File: config.mk
export PLATFORM = sky130hd
export DESIGN_NAME = cobra_bus_map_flat
export DESIGN_NICKNAME = d
export VERILOG_FILES = /design/src/rtl/cobra_bus_map_pkg.sv /design/src/rtl/cobra_bus_map_if.sv /design/src/rtl/cobra_bus_map_wait_gen.sv /design/src/rtl/cobra_bus_map.sv /design/src/flat_wrapper.sv
export SDC_FILE = /design/constraint.sdc
export NUM_CORES = 1
export LEC_CHECK = 0
export BUFFER_PORTS_ARGS = -buffer_cell sky130_fd_sc_hd__buf_2
export CAP_MARGIN = 20
export CORE_ASPECT_RATIO = 0.5
export CORE_MARGIN = 1.5
export CORE_UTILIZATION = 49
export DETAILED_ROUTE_END_ITERATION = 16
export PLACE_DENSITY_LB_ADDON = 0.25
export SLEW_MARGIN = 20
export SYNTH_ARGS = -nofsm -noshare
export SYNTH_HDL_FRONTEND = slang
export SYNTH_SLANG_ARGS = --single-unit
File: constraint.sdc
create_clock -name clk -period 4.21 [get_ports clk]
set_input_delay 0 -clock clk [delete_from_list [all_inputs] [get_ports clk]]
set_output_delay 0 -clock clk [all_outputs]
set_load 0.01 [all_outputs]
File: src/rtl/cobra_bus_map_pkg.sv
// Shared constants, FSM state types and the masked port-compare helper
// used throughout the cobra_bus_map slice.
package cobra_bus_pkg;

    localparam logic [15:0] DEF_RELOC_MASK = 16'hC000;
    localparam logic [7:0]  DEF_RELOC_PORT = 8'h1F;
    localparam logic [7:0]  DEF_PORT_MASK  = 8'hFF;
    localparam logic [7:0]  DEF_OUT_BASE   = 8'hF0;
    localparam logic [7:0]  DEF_IN_PORT    = 8'hFE;

    typedef enum logic [1:0] {IO_IDLE, IO_WR_HOLD, IO_BLOCK} io_state_e;
    typedef enum logic [1:0] {W_IDLE, W_COUNT, W_HOLD} wait_state_e;

    // Only the address bits selected by mask take part in the compare.
    function automatic logic port_match(input logic [7:0] addr,
                                        input logic [7:0] port,
                                        input logic [7:0] mask);
        return (addr & mask) == (port & mask);
    endfunction

endpackage

File: src/rtl/cobra_bus_map_if.sv
// Bus bundle between the tv80s-side master and the cobra_bus_map controller.
interface cobra_bus_map_if #(
    parameter int N_OUT = 4
) ();
    logic [15:0]        cpu_a;
    logic [7:0]         cpu_dout;
    logic               mreq_n;
    logic               iorq_n;
    logic               rd_n;
    logic               wr_n;
    logic               m1_n;
    logic               rfsh_n;
    logic [7:0]         cpu_din;
    logic               wait_n;
    logic [15:0]        mem_addr;
    logic [7:0]         mem_dout;
    logic [7:0]         in_data;
    logic [N_OUT*8-1:0] out_q;
    logic [N_OUT-1:0]   out_stb;
    logic               reloc_active;

    modport master (
        output cpu_a, cpu_dout, mreq_n, iorq_n, rd_n, wr_n, m1_n, rfsh_n,
               mem_dout, in_data,
        input  cpu_din, wait_n, mem_addr, out_q, out_stb, reloc_active
    );

    modport slave (
        input  cpu_a, cpu_dout, mreq_n, iorq_n, rd_n, wr_n, m1_n, rfsh_n,
               mem_dout, in_data,
        output cpu_din, wait_n, mem_addr, out_q, out_stb, reloc_active
    );
endinterface

File: src/rtl/cobra_bus_map_wait_gen.sv
// cobra_wait_gen: stretches each non-refresh memory cycle by WAIT_CYC wait
// states; wait_n drops combinationally in the first cycle of the access.
module cobra_wait_gen
    import cobra_bus_pkg::*;
#(
    parameter int WAIT_CYC = 2
) (
    input  logic clk,
    input  logic reset,
    input  logic mreq_n,
    input  logic rd_n,
    input  logic wr_n,
    input  logic m1_n,
    input  logic rfsh_n,
    output logic wait_n
);
    localparam logic [3:0] LOAD = 4'(WAIT_CYC);

    wait_state_e r_state;
    wait_state_e w_state_next;
    logic [3:0]  r_cnt;
    logic [3:0]  w_cnt_next;
    logic        w_wait_n;
    logic        w_mem_cyc;

    assign w_mem_cyc = ~mreq_n & (~rd_n | ~wr_n | ~m1_n) & rfsh_n;

    always_ff @(posedge clk or posedge reset) begin
        if (reset) begin
            r_state <= W_IDLE;
            r_cnt   <= '0;
        end else begin
            r_state <= w_state_next;
            r_cnt   <= w_cnt_next;
        end
    end

    // The idle cycle that detects the access already counts as the first wait state.
    always_comb begin
        w_state_next = r_state;
        w_cnt_next   = r_cnt;
        w_wait_n     = 1'b1;
        case (r_state)
            W_IDLE: begin
                if (w_mem_cyc) begin
                    if (LOAD == 4'd0) begin
                        w_state_next = W_HOLD;
                    end else begin
                        w_wait_n     = 1'b0;
                        w_cnt_next   = LOAD;
                        w_state_next = W_COUNT;
                    end
                end
            end
            W_COUNT: begin
                w_wait_n = (r_cnt <= 4'd1);
                if (mreq_n) begin
                    w_state_next = W_IDLE;
                    w_cnt_next   = '0;
                end else if (r_cnt <= 4'd1) begin
                    w_state_next = W_HOLD;
                    w_cnt_next   = '0;
                end else begin
                    w_cnt_next = r_cnt - 4'd1;
                end
            end
            W_HOLD: begin
                if (mreq_n) w_state_next = W_IDLE;
            end
            default: w_state_next = W_IDLE;
        endcase
    end

    assign wait_n = reset | w_wait_n;

endmodule

File: src/rtl/cobra_bus_map.sv
// cobra_bus_map: relocation overlay, I/O output latches with strobes, read mux.
// Define MEM_WAIT_EN to build in the memory wait-state generator.
module cobra_bus_map
    import cobra_bus_pkg::*;
#(
    parameter logic [15:0] RELOC_MASK = DEF_RELOC_MASK,
    parameter logic [7:0]  RELOC_PORT = DEF_RELOC_PORT,
    parameter logic [7:0]  PORT_MASK  = DEF_PORT_MASK,
    parameter int          N_OUT      = 4,
    parameter logic [7:0]  OUT_BASE   = DEF_OUT_BASE,
    parameter logic [7:0]  IN_PORT    = DEF_IN_PORT,
    parameter int          WAIT_CYC   = 2
) (
    input logic            clk,
    input logic            reset,
    cobra_bus_map_if.slave bus
);
    io_state_e          r_io_state;
    io_state_e          w_io_state_next;
    logic               r_reloc;
    logic [7:0]         r_out_q [N_OUT];
    logic [N_OUT-1:0]   r_out_stb;
    logic [N_OUT-1:0]   w_ch_match;
    logic [N_OUT*8-1:0] w_out_q_flat;
    logic               w_io_wr;
    logic               w_io_rd;
    logic               w_inta;
    logic               w_wr_accept;
    logic               w_ch_hit;
    logic [7:0]         w_ch_data;
    logic [7:0]         w_cpu_din;

    assign w_io_wr = ~bus.iorq_n & ~bus.wr_n & bus.m1_n;
    assign w_io_rd = ~bus.iorq_n & ~bus.rd_n;
    assign w_inta  = ~bus.m1_n & ~bus.iorq_n;

    generate
        for (genvar gi = 0; gi < N_OUT; gi++) begin : g_ch
            assign w_ch_match[gi] = port_match(bus.cpu_a[7:0], OUT_BASE + 8'(gi), PORT_MASK);

            always_ff @(posedge clk or posedge reset) begin
                if (reset)
                    r_out_q[gi] <= '0;
                else if (w_wr_accept && w_ch_match[gi])
                    r_out_q[gi] <= bus.cpu_dout;
            end
        end
    endgenerate

    always_ff @(posedge clk or posedge reset) begin
        if (reset) begin
            r_io_state <= IO_BLOCK;
            r_out_stb  <= '0;
        end else begin
            r_io_state <= w_io_state_next;
            r_out_stb  <= {N_OUT{w_wr_accept}} & w_ch_match;
        end
    end

    // IO_BLOCK keeps a write that straddles reset release from being taken as new.
    always_comb begin
        w_io_state_next = r_io_state;
        w_wr_accept     = 1'b0;
        case (r_io_state)
            IO_IDLE: begin
                if (w_io_wr) begin
                    w_wr_accept     = 1'b1;
                    w_io_state_next = IO_WR_HOLD;
                end
            end
            IO_WR_HOLD, IO_BLOCK: begin
                if (bus.iorq_n) w_io_state_next = IO_IDLE;
            end
            default: w_io_state_next = IO_BLOCK;
        endcase
    end

    always_ff @(posedge clk or posedge reset) begin
        if (reset)
            r_reloc <= 1'b1;
        else if (w_io_wr && port_match(bus.cpu_a[7:0], RELOC_PORT, PORT_MASK))
            r_reloc <= 1'b0;
    end

    // Scan high to low so the lowest matching channel wins on aliasing.
    always_comb begin
        w_ch_hit  = 1'b0;
        w_ch_data = 8'hFF;
        for (int i = N_OUT - 1; i >= 0; i--) begin
            if (w_ch_match[i]) begin
                w_ch_hit  = 1'b1;
                w_ch_data = r_out_q[i];
            end
        end
    end

    always_comb begin
        w_out_q_flat = '0;
        for (int i = 0; i < N_OUT; i++) w_out_q_flat[8*i +: 8] = r_out_q[i];
    end

    always_comb begin
        w_cpu_din = 8'hFF;
        if (!bus.mreq_n)
            w_cpu_din = bus.mem_dout;
        else if (w_inta)
            w_cpu_din = 8'hFF;
        else if (w_io_rd && w_ch_hit)
            w_cpu_din = w_ch_data;
        else if (w_io_rd && port_match(bus.cpu_a[7:0], IN_PORT, PORT_MASK))
            w_cpu_din = bus.in_data;
    end

    assign bus.cpu_din      = w_cpu_din;
    assign bus.mem_addr     = r_reloc ? (bus.cpu_a | RELOC_MASK) : bus.cpu_a;
    assign bus.out_q        = w_out_q_flat;
    assign bus.out_stb      = r_out_stb;
    assign bus.reloc_active = r_reloc;

`ifdef MEM_WAIT_EN
    cobra_wait_gen #(
        .WAIT_CYC (WAIT_CYC)
    ) u_wait_gen (
        .clk    (clk),
        .reset  (reset),
        .mreq_n (bus.mreq_n),
        .rd_n   (bus.rd_n),
        .wr_n   (bus.wr_n),
        .m1_n   (bus.m1_n),
        .rfsh_n (bus.rfsh_n),
        .wait_n (bus.wait_n)
    );
`else
    localparam int UNUSED_WAIT_CYC = WAIT_CYC;
    logic w_unused_rfsh;
    assign w_unused_rfsh = bus.rfsh_n;
    assign bus.wait_n    = 1'b1;
`endif

endmodule

File: src/flat_wrapper.sv
// flat-port wrapper written by rule: the top's interface ports become plain ports
module cobra_bus_map_flat import cobra_bus_pkg::*;
#(
    parameter logic [15:0] RELOC_MASK = DEF_RELOC_MASK,
    parameter logic [7:0]  RELOC_PORT = DEF_RELOC_PORT,
    parameter logic [7:0]  PORT_MASK  = DEF_PORT_MASK,
    parameter int          N_OUT      = 4,
    parameter logic [7:0]  OUT_BASE   = DEF_OUT_BASE,
    parameter logic [7:0]  IN_PORT    = DEF_IN_PORT,
    parameter int          WAIT_CYC   = 2
)
  (clk, reset, bus_cpu_a, bus_cpu_dout, bus_mreq_n, bus_iorq_n, bus_rd_n, bus_wr_n, bus_m1_n, bus_rfsh_n, bus_mem_dout, bus_in_data, bus_cpu_din, bus_wait_n, bus_mem_addr, bus_out_q, bus_out_stb, bus_reloc_active);
  cobra_bus_map_if #(.N_OUT(N_OUT)) bus_i ();
  input logic clk;
  input logic reset;
  input wire logic [$bits(bus_i.cpu_a)-1:0] bus_cpu_a;
  input wire logic [$bits(bus_i.cpu_dout)-1:0] bus_cpu_dout;
  input wire logic [$bits(bus_i.mreq_n)-1:0] bus_mreq_n;
  input wire logic [$bits(bus_i.iorq_n)-1:0] bus_iorq_n;
  input wire logic [$bits(bus_i.rd_n)-1:0] bus_rd_n;
  input wire logic [$bits(bus_i.wr_n)-1:0] bus_wr_n;
  input wire logic [$bits(bus_i.m1_n)-1:0] bus_m1_n;
  input wire logic [$bits(bus_i.rfsh_n)-1:0] bus_rfsh_n;
  input wire logic [$bits(bus_i.mem_dout)-1:0] bus_mem_dout;
  input wire logic [$bits(bus_i.in_data)-1:0] bus_in_data;
  output wire logic [$bits(bus_i.cpu_din)-1:0] bus_cpu_din;
  output wire logic [$bits(bus_i.wait_n)-1:0] bus_wait_n;
  output wire logic [$bits(bus_i.mem_addr)-1:0] bus_mem_addr;
  output wire logic [$bits(bus_i.out_q)-1:0] bus_out_q;
  output wire logic [$bits(bus_i.out_stb)-1:0] bus_out_stb;
  output wire logic [$bits(bus_i.reloc_active)-1:0] bus_reloc_active;
  assign bus_i.cpu_a = bus_cpu_a;
  assign bus_i.cpu_dout = bus_cpu_dout;
  assign bus_i.mreq_n = bus_mreq_n;
  assign bus_i.iorq_n = bus_iorq_n;
  assign bus_i.rd_n = bus_rd_n;
  assign bus_i.wr_n = bus_wr_n;
  assign bus_i.m1_n = bus_m1_n;
  assign bus_i.rfsh_n = bus_rfsh_n;
  assign bus_i.mem_dout = bus_mem_dout;
  assign bus_i.in_data = bus_in_data;
  assign bus_cpu_din = bus_i.cpu_din;
  assign bus_wait_n = bus_i.wait_n;
  assign bus_mem_addr = bus_i.mem_addr;
  assign bus_out_q = bus_i.out_q;
  assign bus_out_stb = bus_i.out_stb;
  assign bus_reloc_active = bus_i.reloc_active;
  cobra_bus_map #(.RELOC_MASK(RELOC_MASK), .RELOC_PORT(RELOC_PORT), .PORT_MASK(PORT_MASK), .N_OUT(N_OUT), .OUT_BASE(OUT_BASE), .IN_PORT(IN_PORT), .WAIT_CYC(WAIT_CYC)) u_core (.clk(clk), .reset(reset), .bus(bus_i));
endmodule
==> results.json, run 1 <==
{
  "outcome": "finished, final reports clean",
  "dr_total_vias": 1661,
  "hpwl_mm": 3.64,
  "critPathTopFamily": "simple AND/OR/NAND/NOR gates",
  "cts.repair.resized": 0,
  "max_stage_delay_ns": 0.40,
  "maxCapViolCount": 0,
  "cp_data_required_time_ns": 4.39,
  "placedInstanceArea_mm2": 0.00257,
  "die_w_um": 97.0,
  "cts_hold_buf": 9,
  "synthTopCellsByArea": "dfrtp_1, mux2_2, mux4_1",
  "worstPathArrival_ns": 2.12,
  "fin_worst_skew_ns": 0.00708,
  "ant_nets": 0,
  "final_max_slew_viol_count": 0,
  "synth_area_leader_cell": "dfrtp_1",
  "syn_nets": 207,
  "clk_pin_slew_ns": 0.07,
  "totalNegativeSetupSlack_ns": 0,
  "via_per_inst": 5.46,
  "startpoint_type": "flop",
  "min_period_ns": 1.95,
  "cts_buffers": 5,
  "stdcell_area_mm2": 0.00276,
  "syn_avg_cell_area_um2": 13.9,
  "worstSetupPathType": "reg -> reg",
  "ys.flop_type": "dfrtp_1",
  "yosysMostFrequentCell": "dfrtp_1",
  "synth-async-reset-ratio_pct": 100,
  "die_y_um": 50.0,
  "row_count": 16,
  "drc_errors": 0,
  "syn_inst": 156,
  "yosys_warnings": 0,
  "timing.final.crit_share_pct": 46.3,
  "cp_slowest_cell": "dfrtp_1",
  "die_area_mm2": 0.00485,
  "synth_common_cells": "dfrtp_1, mux2_2, buf_4",
  "worstPathCellList": "inv_1 -> ha_1 -> nor3b_2 -> nand4_2 -> mux2_2",
  "ys_types": 31,
  "setup_viol": 0,
  "antennaDiodeCount": 0,
  "cellLeakagePower_uw": 0.00155,
  "max_freq_mhz": 514,
  "rsz0062_at_grt": "no",
  "num-nets-final": 300,
  "endpoint_kind": "flop",
  "portBuffers": 95,
  "gr-total-overflow": 0,
  "wl_mm": 5.04,
  "io_pins": 110,
  "finalWeightedCongestion": 0.734,
  "synth_top_family_by_area": "multiplexers",
  "drive_above_1_share_pct": 66.8,
  "synthAdderAreaFrac_pct": 1.73,
  "synthXorXnorAreaFrac_pct": 0,
  "grt_pass1_vias": 1641,
  "synth_top_area_share_pct": 42.8,
  "synth_edf_count": 0,
  "syn_to_final_growth_pct": 27.5,
  "synthMuxAreaShare_pct": 27.4,
  "netlist_area_mm2": 0.00216,
  "peakVddDrop_uv": 177,
  "clockBufferDepth": 2,
  "clkLatencyLatePin_ns": 0.29,
  "postCtsSetupBuffers": 0,
  "grt_max_degree": 40,
  "antenna_found_initial": 0,
  "yosys.area_share.simple_pct": 12.7,
  "synth_seq_cells": 39,
  "clock-sinks": 39,
  "initial_utilization_pct": 53.3,
  "synth_compound_area_share_pct": 4.97,
  "seq_area_frac_synth_pct": 45.2,
  "wl_per_cell_um": 16.6,
  "hold_path_class": "in -> out",
  "dr.pass1.iters": 4,
  "clockRootBuffer": "clkbuf_8",
  "path_buf_inv": 1,
  "coreArea_mm2": 0.00406,
  "htree_levels": 2,
  "grt_pass1_wl_mm": 8.02,
  "cp_max_fo": 8,
  "cts_tree": "done",
  "dr.first_iter.drc_count": 51,
  "hold_violations": 0,
  "power.density_mw_per_mm2": 290,
  "track_usage_pct": 21.9
}
-- final cells by class --
type	count	area, um^2
multi-input cells	91	1020
inverters	7	26.3
flip-flops and latches	39	978
well taps	54	67.6
clock inverters	2	16.3
fillers	312	1300
repair buffers	105	573
clock buffers	6	82.6
-- kinds of logic after synthesis --
family | after synthesis
DFF | 39
muxes | 42
buffers and inverters | 26
adders and majority gates | 3
and+or+nand+nor | 35
other | 1
AOI/OAI and AO/OA | 10
-- path summary, 6_finish.rpt --
kind                                           endpoint               startpoint  cells past startpoint  slack [ns]
worst max-delay path               u_core.bus.out_q[25]     u_core.r_io_state[0]                      5        2.26
worst min-delay path                   bus_mem_addr[13]            bus_cpu_a[13]                      0    0.000003
worst max register to register     u_core.bus.out_q[25]     u_core.r_io_state[0]                      5        2.26
worst min register to register  u_core.bus.reloc_active  u_core.bus.reloc_active                      2        0.47
max in group asynchronous       u_core.bus.reloc_active                    reset                      4        3.50
min in group asynchronous          u_core.bus.out_q[20]                    reset                      4        0.36
-- cells in the final DEF (no fill, tap or decap) --
master,n
conb_1,1
and4_1,1
buf_4,1
buf_2,95
ha_1,3
mux2_2,34
nand2_1,1
mux4_1,8
a41oi_1,1
nand4b_1,1
dfrtp_1,37
nand4_1,1
nor2_1,3
nor4b_1,2
and2_1,1
nor3_1,2
o221a_2,8
nor3b_4,1
nand3_1,3
nand3b_1,1
and4bb_2,1
nor4_2,1
dfstp_2,2
or2_2,9
dlygate4sd3_1,9
inv_1,7
and2_2,1
clkinvlp_4,1
a2bb2oi_1,1
clkinv_4,1
nand4_2,4
clkbuf_8,6
and2b_2,1
nor3b_2,1
-- sequential cells by signal, summed over array words and instances (netlist names) --
| register | flops |
|---|---|
| u_core.bus.out_q | 32 |
| u_core.bus.out_stb | 4 |
| u_core.bus.reloc_active | 1 |
| u_core.r_io_state | 2 |
-- where the power goes --
group	leakage (uW)	internal [uW]	total, uW	switching, uW
Sequential	0.000535	384	391	6.87
Combinational	0.000966	68.1	139	70.7
Clock	0.0000474	134	270	136
Total	0.00155	586	799	214
-- layer usage --
metal	up-vias	routed length, um	track usage (%)	share of wire [%]
li1	765	-	-	-
met1	835	2190	27.2	43
met2	51	2540	37.2	50
met3	10	263	6.67	5.2
met4	0	46	6.76	0.91
met5	-	0	0	0
-- stage by stage --
step	instances	power, uW	setup WS (ns)	hold WS, ns	util (%)
after floorplan	156	491	2.53	0.0918	-
after global placement	287	523	2.37	0.000119	63.3
after detailed placement	287	531	2.26	0.000119	63.3
after CTS	304	811	2.25	0.000119	67.9
after global routing	304	844	2.15	0.0000141	67.9
final	304	799	2.26	0.00000335	67.9
(Power assumes the default switching activity.)
==> run 2: changes to the inputs <==
--- a/config.mk
+++ b/config.mk
@@ -9,7 +9,7 @@
 export CAP_MARGIN = 20
 export CORE_ASPECT_RATIO = 0.5
 export CORE_MARGIN = 1.5
-export CORE_UTILIZATION = 49
+export CORE_UTILIZATION = 41
 export DETAILED_ROUTE_END_ITERATION = 16
 export PLACE_DENSITY_LB_ADDON = 0.25
 export SLEW_MARGIN = 20
==> constraint.sdc (replaced) <==
create_clock -name clk -period 1.6 [get_ports clk]
set_input_delay 0 -clock clk [delete_from_list [all_inputs] [get_ports clk]]
set_output_delay 0 -clock clk [all_outputs]
set_load 0.01 [all_outputs]
==> results.json, run 2 (same netlist as run 1, synthesis figures left out) <==
{
  "grtUsageMet1_pct": 24.1,
  "row_count": 18,
  "final_common_cell": "buf_2",
  "htree_levels": 2,
  "grt_pass1_vias": 1657,
  "worstPathArrival_ns": 1.62,
  "gr-total-overflow": 0,
  "worst-slew-pin-transition_ns": 0.509,
  "final_util_pct": 60.1,
  "cts_tree": "done",
  "pwr-share-seq_pct": 43.8,
  "wl_per_cell_um": 15.9,
  "hold_path_class": "in -> out",
  "die_y_um": 54.4,
  "clockPowerShare_pct": 34.2,
  "syn_to_final_growth_pct": 38.7,
  "rsz0062_at_grt": "yes",
  "cp_max_fo": 3,
  "hold_violations": 0,
  "setup_viol": 1,
  "holdPathStages": 0,
  "met3_usage_pct": 4.52,
  "finalPower_uw": 2350,
  "clkLatencyLatePin_ns": 0.29,
  "worstPathCellList": "mux4_2 -> nand4b_1 -> o221a_2 -> buf_6",
  "finalWeightedCongestion": 0.825,
  "top_usage_layer": "met2",
  "clk_pin_slew_ns": 0.08,
  "die_w_um": 106,
  "grt_pass1_wl_mm": 8.25,
  "clockBufferDepth": 2,
  "portBuffers": 95,
  "drive_above_1_share_pct": 72.5,
  "coreArea_mm2": 0.00500,
  "initial_utilization_pct": 43.3,
  "r2r_cells": 5,
  "cts_buffers": 5,
  "dr.first_iter.drc_count": 59,
  "maxCapViolCount": 0,
  "clockRootBuffer": "clkbuf_8",
  "hpwl_mm": 3.92,
  "final_cell_mix": "buf_2, dfrtp_1, mux2_2",
  "violations": "setup timing",
  "ant_nets": 0,
  "track_usage_pct": 19.3,
  "antennaDiodeCount": 0,
  "placedInstanceArea_mm2": 0.00272,
  "max_stage_delay_ns": 0.46,
  "comb_power_share_pct": 22.0,
  "startpoint_type": "flop",
  "peakVddDrop_uv": 512,
  "via_per_inst": 5.14,
  "fin_worst_skew_ns": 0.00634,
  "endpoint_kind": "output pin",
  "cp_slowest_cell": "mux4_2",
  "timing.final.crit_share_pct": 101,
  "io_pins": 110,
  "switchingPower_uw": 591,
  "outcome": "finished, violations left",
  "wl_mm": 5.41,
  "dr_total_vias": 1742,
  "final_max_slew_viol_count": 0,
  "dr.pass1.iters": 4,
  "antenna_found_initial": 0,
  "worstSetupPathType": "reg -> out",
  "stdcell_area_mm2": 0.00300,
  "setup_ws_ns": -0.0225,
  "p_sw_share_pct": 25.2,
  "drc_errors": 0,
  "max_freq_mhz": 616,
  "cp_data_required_time_ns": 1.60,
  "power.density_mw_per_mm2": 782,
  "p_int_uw": 1760,
  "largest_reg_flops": 32,
  "clock-sinks": 39,
  "die_area_mm2": 0.00575,
  "cellLeakagePower_uw": 0.00163,
  "num-nets-final": 320,
  "min_period_ns": 1.62,
  "slew_headroom_pct": 65.6,
  "grt_max_degree": 40,
  "grt_use_met2_pct": 33.7
}
run 2: changes by cell type in the layout (fill, tap and decap cells not counted), moves of 6 or more:
cell | before | now
mux2_4 | 0 | 6
mux2_2 | 34 | 28
mux4_2 | 0 | 7
mux4_1 | 8 | 1
buf_4 | 1 | 21
run 2: cell type report:
cell class / instances / area (um^2)
Clock buffer: 6 / 72.6
Clock inverter: 1 / 30.0
Fill cell: 426 / 2000
Inverter: 7 / 26.3
Multi-Input combinational cell: 91 / 1070
Sequential cell: 39 / 978
Tap cell: 70 / 87.6
Timing Repair Buffer: 125 / 742
run 2: routing by layer:
metal	routed length, um	share of wire, %
met1	2300	42
met2	2760	51
met3	261	4.8
met4	87	1.6
met5	0	0
run 2: critical path: cells and delay by family, from the launching register on:
family,cells,cell delay (ns)
AO/OA/AOI/OAI,1,0.15
buffers and inverters,1,0.12
flip-flops,1,0.41
multiplexers,1,0.46
AND/OR/NAND/NOR,1,0.19
run 2: what timing repair did:
action	CTS	global route
gates cloned	0	0
hold buffers	9	0
hold endpoints to repair	67	0
setup endpoints to repair	35	41
buffers inserted	2	5
gates resized for setup	5	15
pin swaps	1	4
run 2: through the flow:
step	setup slack [ns]	instances	hold WS [ns]	TNS, ns
6_report	-0.0225	339	0.00000444	-0.0225
5_1_grt	-0.0821	339	0.0000205	-0.990
4_1_cts	-0.0651	334	0.000119	-1.33
3_5_place_dp	-0.0849	316	0.000119	-1.57
3_3_place_gp	-0.0652	316	0.000119	-0.991
2_1_floorplan	-0.0162	156	0.0918	-0.0331
run 2: worst paths after layout:
check                                         from                      end  slack (ns)
max reg2reg                   u_core.r_io_state[0]     u_core.bus.out_q[24]        0.01
min in group asynchronous                    reset     u_core.bus.out_q[11]        0.35
max                            u_core.bus.out_q[0]           bus_cpu_din[0]       -0.02
min reg2reg                u_core.bus.reloc_active  u_core.bus.reloc_active        0.47
min                                  bus_cpu_a[11]         bus_mem_addr[11]    0.000004
max in group asynchronous                    reset  u_core.bus.reloc_active        0.89
run 2: power by group through the flow:
stage	logic (uW)	registers (uW)	clock network [uW]
4_1_cts	468	1030	815
3_3_place_gp	417	1040	0
6_report	517	1030	802
2_1_floorplan	277	1050	0
5_1_grt	570	1030	853
3_5_place_dp	425	1050	0
==> run 3: changes to the inputs <==
--- a/config.mk
+++ b/config.mk
@@ -8,7 +8,7 @@
 export BUFFER_PORTS_ARGS = -buffer_cell sky130_fd_sc_hd__buf_2
 export CAP_MARGIN = 20
 export CORE_ASPECT_RATIO = 0.5
-export CORE_MARGIN = 1.5
+export CORE_MARGIN = 2
 export CORE_UTILIZATION = 41
 export DETAILED_ROUTE_END_ITERATION = 16
 export PLACE_DENSITY_LB_ADDON = 0.25
==> constraint.sdc (replaced) <==
create_clock -name clk -period 1.4 [get_ports clk]
set_input_delay 0 -clock clk [delete_from_list [all_inputs] [get_ports clk]]
set_output_delay 0 -clock clk [all_outputs]
set_load 0.01 [all_outputs]
==> results.json, run 3 (same netlist as run 1, synthesis figures left out) <==
{
  "cp_max_fo": 8,
  "place_ws_ns": -0.340,
  "wl_met1_mm": 2.79,
  "finalPower_uw": 3040,
  "via_per_inst": 4.96,
  "final_cell_mix": "buf_2, buf_4, dfrtp_1",
  "clockRootBuffer": "clkbuf_8",
  "clk_pin_slew_ns": 0.08,
  "row_count": 18,
  "wl_per_cell_um": 17.6,
  "met2WireLength_mm": 3.42,
  "dr_total_vias": 1850,
  "path_buf_inv": 1,
  "max_stage_delay_ns": 0.40,
  "hpwl_mm": 4.02,
  "cp_data_required_time_ns": 1.57,
  "num-nets-final": 353,
  "comb_power_share_pct": 28.5,
  "critPathTopFamily": "simple AND/OR/NAND/NOR gates",
  "worst-slew-pin-transition_ns": 0.521,
  "clkLatencyLatePin_ns": 0.29,
  "finalWeightedCongestion": 0.766,
  "grt_pass1_wl_mm": 10.4,
  "final_util_pct": 68.9,
  "track_usage_pct": 22.8,
  "largest_reg_flops": 32,
  "totalNegativeSetupSlack_ns": -9.09,
  "switchingPower_uw": 789,
  "worstSetupPathType": "reg -> reg",
  "endpoint_kind": "flop",
  "min_period_ns": 1.67,
  "rsz0062_at_grt": "yes",
  "wl_mm": 6.57,
  "die_w_um": 107,
  "hold_path_class": "in -> out",
  "cts_tree": "done",
  "multi_input_area_mm2": 0.00120,
  "power.density_mw_per_mm2": 882,
  "fin_worst_skew_ns": 0.00678,
  "clockBufferDepth": 2,
  "final_max_slew_viol_count": 0,
  "seq_area_um2": 978,
  "cp_slowest_cell": "dfrtp_1",
  "htree_levels": 2,
  "grt_max_degree": 40,
  "drc_errors": 0,
  "slew_headroom_pct": 64.8,
  "initial_utilization_pct": 43.3,
  "violations": "setup timing",
  "syn_to_final_growth_pct": 59.1,
  "met3WireLength_um": 239,
  "timing.final.crit_share_pct": 119,
  "setup_viol": 42,
  "worstSetupPathDepth": 5,
  "hold_violations": 0,
  "ant_nets": 0,
  "antenna_found_initial": 0,
  "coreArea_mm2": 0.00500,
  "startpoint_type": "flop",
  "drive_above_1_share_pct": 77.6,
  "die_y_um": 55.4,
  "portBuffers": 95,
  "p_sw_share_pct": 26.0,
  "outcome": "finished, violations left",
  "die_area_mm2": 0.00591,
  "n_fill_cell": 363,
  "dr.pass1.iters": 4,
  "max_freq_mhz": 599,
  "peakVddDrop_uv": 576,
  "pwr-share-seq_pct": 38.7,
  "cellLeakagePower_uw": 0.00190,
  "clockPowerShare_pct": 32.8,
  "r2r_cells": 5,
  "p_int_uw": 2250,
  "holdPathStages": 0,
  "top_layer_used": "met4",
  "clock-sinks": 39,
  "dr.first_iter.drc_count": 105,
  "io_pins": 110,
  "setup_ws_ns": -0.270,
  "final_common_cell": "buf_2",
  "maxCapViolCount": 0,
  "worstPathArrival_ns": 1.84,
  "gr-total-overflow": 0,
  "grt_pass1_vias": 2011,
  "antennaDiodeCount": 0,
  "cts_buffers": 5,
  "worstPathCellList": "inv_2 -> ha_4 -> nor3b_4 -> nand4_4 -> mux2_4"
}
run 3: cell types whose count changed in the layout (fill, tap and decap cells not counted), sizes merged:
| cell | change |
|---|---|
| inv | +1 |
| buf | +33 |
run 3: layout make-up:
cell class                      instances  share of cell area [%]
Multi-Input combinational cell         91                    34.8
Timing Repair Buffer                  158                    29.9
Sequential cell                        39                    28.4
Tap cell                               70                    2.54
Clock buffer                            6                    2.40
Clock inverter                          2                    1.13
Inverter                                7                   0.836
run 3: what timing repair did:
action | 4_1_cts | 5_1_grt
resized for setup | 50 | 5
endpoints found under the hold margin | 59 | 0
hold buffers | 9 | 0
buffers inserted | 25 | 13
pin swaps | 7 | 4
setup endpoints to repair | 42 | 42
run 3: final timing paths:
path                                    startpoint  slack [ns]                 endpoint
hold / removal                        bus_cpu_a[8]    0.000004          bus_mem_addr[8]
setup / recovery              u_core.r_io_state[0]       -0.27     u_core.bus.out_q[29]
max in group asynchronous                    reset        0.70     u_core.r_io_state[1]
hold reg to reg            u_core.bus.reloc_active        0.47  u_core.bus.reloc_active
min in group asynchronous                    reset        0.35    u_core.bus.out_stb[1]
setup reg to reg              u_core.r_io_state[0]       -0.27     u_core.bus.out_q[29]
run 3: worst reg2reg max path, cell delays in order, from the launching register on:
cell and delay [ns]:
dfrtp_1 0.40, inv_2 0.09, ha_4 0.15, nor3b_4 0.28, nand4_4 0.26, mux2_4 0.37
run 3: per-stage QoR:
stage / cells / hold slack, ns / instance area [um^2]
after floorplan: 156 / 0.0918 / 2200
after global placement: 318 / 0.000119 / 2740
after detailed placement: 318 / 0.000119 / 2740
after CTS: 360 / 0.000119 / 3320
after global routing: 373 / 0.0000232 / 3440
final: 373 / 0.00000445 / 3440
run 3: power groups by stage:
stage	combinational, uW	sequential, uW	clock (uW)
2_1_floorplan	316	1200	0
6_report	866	1180	996
3_3_place_gp	458	1200	0
5_1_grt	928	1180	1070
4_1_cts	741	1170	1000
3_5_place_dp	480	1200	0
run 3: routing by layer:
| metal | GRT usage (%) | up-vias |
|---|---|---|
| li1 | - | 860 |
| met1 | 29.3 | 922 |
| met2 | 39.0 | 54 |
| met3 | 4.25 | 14 |
| met4 | 7.42 | 0 |
| met5 | 0 | - |
